$ cat src/rtl/rename_map_table.sv
// Register rename: speculative/committed maps plus circular free list with one-cycle flush recovery.
// Lookups are combinational (0 cycles); rename_ready drops when the free list is empty or on flush; commits always accepted.
module rename_map_table #(
   parameter int ARCH_REGS = 32,
   parameter int PHYS_REGS = 64,
   parameter int AW        = $clog2(ARCH_REGS),
   parameter int PW        = $clog2(PHYS_REGS),
   parameter int FL_DEPTH  = PHYS_REGS - ARCH_REGS
) (
   input  logic          clk,
   input  logic          rst_n,
   input  logic          rename_valid,
   output logic          rename_ready,
   input  logic          uses_rs,
   input  logic          uses_rt,
   input  logic          uses_rw,
   input  logic [AW-1:0] rs_addr,
   input  logic [AW-1:0] rt_addr,
   input  logic [AW-1:0] rw_addr,
   output logic [PW-1:0] rs_phys,
   output logic [PW-1:0] rt_phys,
   output logic [PW-1:0] rw_phys,
   output logic [PW-1:0] rw_old_phys,
   input  logic          commit_valid,
   input  logic          commit_uses_rw,
   input  logic [AW-1:0] commit_rw_addr,
   input  logic [PW-1:0] commit_rw_phys,
   input  logic [PW-1:0] commit_old_phys,
   input  logic          flush,
   output logic [PW:0]   free_count
);

   localparam int FW = (FL_DEPTH > 1) ? $clog2(FL_DEPTH) : 1;
   localparam logic [PW:0] FL_FULL = (PW+1)'(FL_DEPTH);

   logic [PW-1:0] spec_map [ARCH_REGS];
   logic [PW-1:0] arch_map [ARCH_REGS];
   logic [PW-1:0] fl [FL_DEPTH];
   logic [FW-1:0] head;
   logic [FW-1:0] tail;
   logic [FW-1:0] commit_head;
   logic [PW:0]   count;

   logic rw_is_zero;
   logic fire;
   logic alloc;
   logic commit_en;
   logic unused_flags;

   function automatic logic [FW-1:0] ptr_inc(input logic [FW-1:0] p);
      return (p == FW'(FL_DEPTH - 1)) ? '0 : p + 1'b1;
   endfunction

   // Source-use flags only qualify downstream wakeup; lookups are unconditional.
   assign unused_flags = uses_rs ^ uses_rt;

   assign rw_is_zero   = (rw_addr == '0);
   assign rename_ready = (count != '0) && !flush;
   assign fire         = rename_valid && rename_ready;
   assign alloc        = fire && uses_rw && !rw_is_zero;
   assign commit_en    = commit_valid && commit_uses_rw && (commit_rw_addr != '0);

   assign rs_phys     = spec_map[rs_addr];
   assign rt_phys     = spec_map[rt_addr];
   assign rw_phys     = rw_is_zero ? '0 : fl[head];
   assign rw_old_phys = rw_is_zero ? '0 : spec_map[rw_addr];
   assign free_count  = count;

   always_ff @(posedge clk or negedge rst_n) begin
      if (!rst_n) begin
         for (int i = 0; i < ARCH_REGS; i++) begin
            spec_map[i] <= PW'(i);
            arch_map[i] <= PW'(i);
         end
         for (int k = 0; k < FL_DEPTH; k++) begin
            fl[k] <= PW'(ARCH_REGS + k);
         end
         head        <= '0;
         tail        <= '0;
         commit_head <= '0;
         count       <= FL_FULL;
      end else begin
         if (commit_en) begin
            arch_map[commit_rw_addr] <= commit_rw_phys;
            fl[tail]                 <= commit_old_phys;
            tail                     <= ptr_inc(tail);
            commit_head              <= ptr_inc(commit_head);
         end
         if (flush) begin
            // Recovery must see this cycle's commit, so forward it into the copy.
            for (int i = 0; i < ARCH_REGS; i++) begin
               spec_map[i] <= (commit_en && commit_rw_addr == AW'(i)) ? commit_rw_phys : arch_map[i];
            end
            head  <= commit_en ? ptr_inc(commit_head) : commit_head;
            count <= FL_FULL;
         end else begin
            if (alloc) begin
               spec_map[rw_addr] <= fl[head];
               head              <= ptr_inc(head);
            end
            if (commit_en && !alloc) begin
               count <= count + 1'b1;
            end else if (alloc && !commit_en) begin
               count <= count - 1'b1;
            end
         end
      end
   end

endmodule

$ cat config.mk
export PLATFORM = sky130hd
export DESIGN_NAME = rename_map_table
export DESIGN_NICKNAME = d
export VERILOG_FILES = /design/src/rtl/rename_map_table.sv
export SDC_FILE = /design/constraint.sdc
export NUM_CORES = 1
export LEC_CHECK = 0
export CAP_MARGIN = 20
export CORE_ASPECT_RATIO = 1.25
export CORE_MARGIN = 1.5
export CORE_UTILIZATION = 25
export CTS_CLUSTER_DIAMETER = 40
export DETAILED_ROUTE_END_ITERATION = 16
export PLACE_DENSITY = 0.45
export REMOVE_ABC_BUFFERS = 1
export SLEW_MARGIN = 20
export SYNTH_ARGS = -nofsm -noshare
export SYNTH_HDL_FRONTEND = slang
export SYNTH_SLANG_ARGS = --single-unit
$ cat constraint.sdc
create_clock -name clk -period 4.4 [get_ports clk]
set_clock_uncertainty 0.15 [all_clocks]
set_input_delay 1.1 -clock clk [delete_from_list [all_inputs] [get_ports clk]]
set_output_delay 1.1 -clock clk [all_outputs]
set_load 0.1 [all_outputs]
==> impl_metrics.ini <==
[floorplanning]
die_w_um = 314
initial_core_util_pct = 25.2
die-area_um2 = 123000
num_rows = 142
core_um2 = 120000
io_pins = 73
die_h_um = 391

[cells_and_area]
drive_above_1_share_pct = 51.4
antenna_cells = 0
final_common_cell = mux2_2
final_nets = 2370
synthToLayoutAreaGrowth_pct = 22.4
final_area_um2 = 36900
fin_cells = 3967
layout_common_cells = 396 x mux2_2, 323 x dfrtp_1, 273 x dfstp_2

[logic_synthesis]
synth_area_leaders = dfrtp_1 27%, dfstp_2 24%, mux2_2 15%
synthesis.area_um2 = 30100
synth-seq-cells = 598
syn_inst = 2189
yosys_warnings = 0
syn_area_per_cell_um2 = 13.8
synth.top_cell.area_share_pct = 27.0
synth_edf_count = 0
async_reset_ff_share_pct = 100
yosysSeqAreaShare_pct = 50.8
ys_types = 57
synth_flop_cell = dfrtp_1
yosys.area.top_type = dfrtp_1

[cts]
clock_latency_ns = 0.67
numCtsBuffers = 84
cts_buffer_depth = 3
cts_root_buf = clkbuf_16
htree_levels = 3
cts_tree = done
clk_pin_slew_ns = 0.05
clkSinkCount = 598

[timing]
max_freq_ghz = 0.224
setup_slack_ns = -0.0545
timing.final.crit_period_ns = 4.45
maxSlewHeadroom_pct = 26.0
max_slew.worst_pin.slew_ns = 1.11
hold_viol = 0
holdWs_ns = 0.222
rsz0062_at_grt = yes
setup_viol = 2
finalCritPeriodShare_pct = 101
drv_slew = 0

[critical_path]
rrSetupSlack_ns = 0.99
worstPathRequired_ns = 3.15
crit_buf_inv = 4
cp-start-kind = input pin
worstPathMaxFanout = 8
r2r_cells = 11
worstReg2RegEnd = free_count[6]
critPathMaxStageDelay_ns = 0.52
critPathSlowestCell = a22oi_1
r2r_start = free_count[3]
cp_cell_sequence = clkdlybuf4s50_1 > buf_4 > and2_1 > buf_12 > a22oi_1 > o2111a_1 > nor2_1 > buf_12
critical_path_arrival_ns = 3.20
cpLargestDelayFamily = buffers and inverters
cp_common_cell = buf_12
path_class = input pin to primary output
end_kind = primary output

[pwr]
pwr-share-seq_pct = 36.2
pwr-share-comb_pct = 30.3
leakage_nw = 14.8
power_density_nw_per_um2 = 580
power.switching_mw = 7.58
worst_ir_drop_vdd_mv = 0.503
p_sw_share_pct = 35.4
clock_power_share_pct = 33.6
intPower_mw = 13.8

[hold_path]
hp-start = arch_map[189]
hp-class = register to register
hold_depth = 0
hold_path_end = arch_map[189]

[global_route]
grt.overflow.total = 0
top_usage_layer = met2
grt_max_degree = 145
antenna_found_initial = 0
use_met3_pct = 2.36
grt_pass1_wl_mm = 152
grtUsageTotal_pct = 16.8
grtUsageMet1_pct = 19.8
grt_pass1_vias = 22000
grt_util_met2_pct = 29.6

[routing]
drt_wl_total_mm = 103
drtIter0Drc = 1678
firstDrtPassIters = 5
wl_per_cell_um = 25.9
viasPerCell = 5.19
vias = 20600
drc_errors = 0
ant_nets = 0

[run_status]
status = finished with violations
violations = setup timing

[placement]
placed_area_um2 = 33700
pre_cts_slack_ns = -0.0194
dp_hpwl_mm = 71.2
port_buffers = 70
gp_congestion = 0.973
dp_cells = 3803

[job]
cap_viol_max_count = 0
==> cells by family (layout without fill, tap and decap cells) <==
logic type / after synthesis / after routing / share of synthesized area, %
compound gates: 480 / 480 / 10.7
simple gates: 266 / 266 / 4.29
flops: 598 / 598 / 50.8
fa+ha+maj: 17 / 17 / 0.730
buf+inv: 184 / 378 / 2.49
xor+xnor: 6 / 6 / 0.174
mux: 638 / 638 / 30.8
==> worst max-delay path by stage <==
stage | startpoint | to | slack (ns) | depth (start not counted)
after global routing | rw_addr[2] | rw_old_phys[2] | -0.05 | 10
final | rw_addr[3] | rw_old_phys[2] | -0.05 | 8
after global placement | rw_addr[2] | free_count[6] | -0.20 | 13
after detailed placement | rt_addr[0] | rt_phys[0] | -0.02 | 6
after CTS | head[1] | rw_phys[2] | 0.004 | 9
after floorplan | head[2] | rw_phys[0] | -1.50 | 5
==> registers in the layout, summed over array words and instances, names as in the netlist <==
name and cells:
arch_map 192, fl 192, spec_map 192, free_count 7, commit_head 5, head 5
tail 5
==> what timing repair did <==
action / CTS / global route
setup endpoints to repair: 13 / 9
setup buffers: 7 / 0
cloned: 0 / 0
pin swaps: 2 / 0
hold buffers: 0 / 0
gates resized for setup: 16 / 7
==> cells in the mapped netlist (2+ instances only) <==
master / count
a211oi_1: 4
a21o_1: 4
a21oi_1: 28
a21oi_2: 6
a221o_1: 26
a221oi_1: 6
a22o_1: 6
a22oi_1: 205
a31oi_1: 10
and2_1: 4
and3_1: 12
and3b_1: 3
buf_1: 24
buf_2: 26
buf_4: 7
clkbuf_1: 118
dfrtp_1: 325
dfstp_2: 273
ha_1: 16
inv_1: 8
mux2_2: 396
mux2i_1: 49
mux4_2: 192
nand2_1: 65
nand2b_1: 12
nand3_1: 49
nand3_2: 2
nor2_1: 74
nor2b_1: 9
nor3_1: 15
nor3b_1: 5
nor4_1: 3
o2111a_1: 6
o21ai_0: 172
o31ai_1: 3
xnor2_1: 5
==> routing by layer <==
metal / wire length [um] / vias to the layer above
met5: 0 / -
met4: 5250 / 0
met3: 4810 / 205
met2: 52500 / 691
met1: 40100 / 10900
li1: - / 8747
==> stage by stage <==
stage | TNS, ns | util, % | power, mW
after CTS | 0 | 30.8 | 21.6
after global placement | -0.271 | 28.1 | 14.0
after detailed placement | -0.0896 | 28.1 | 14.2
final | -0.0551 | 30.8 | 21.4
after global routing | -0.120 | 30.8 | 22.3
after floorplan | -12.89 | - | 11.0
==> power by group through the flow <==
stage          Sequential [mW]  Clock (mW)  Combinational, mW
3_3_place_gp              7.80           0               6.21
6_report                  7.75        7.19               6.48
5_1_grt                   7.89        7.60               6.79
4_1_cts                   7.75        7.37               6.51
3_5_place_dp              7.89           0               6.29
2_1_floorplan             7.62           0               3.43
==> area by class of cell <==
type                            count  area [um2]
Clock buffer                      111        2320
Clock inverter                     46         698
Fill cell                       11900       82800
Inverter                            9        33.8
Multi-Input combinational cell   1407       14200
Sequential cell                   598       15300
Tap cell                         1584        1980
Timing Repair Buffer              212        2340
Power figures use the tool's default switching activity.
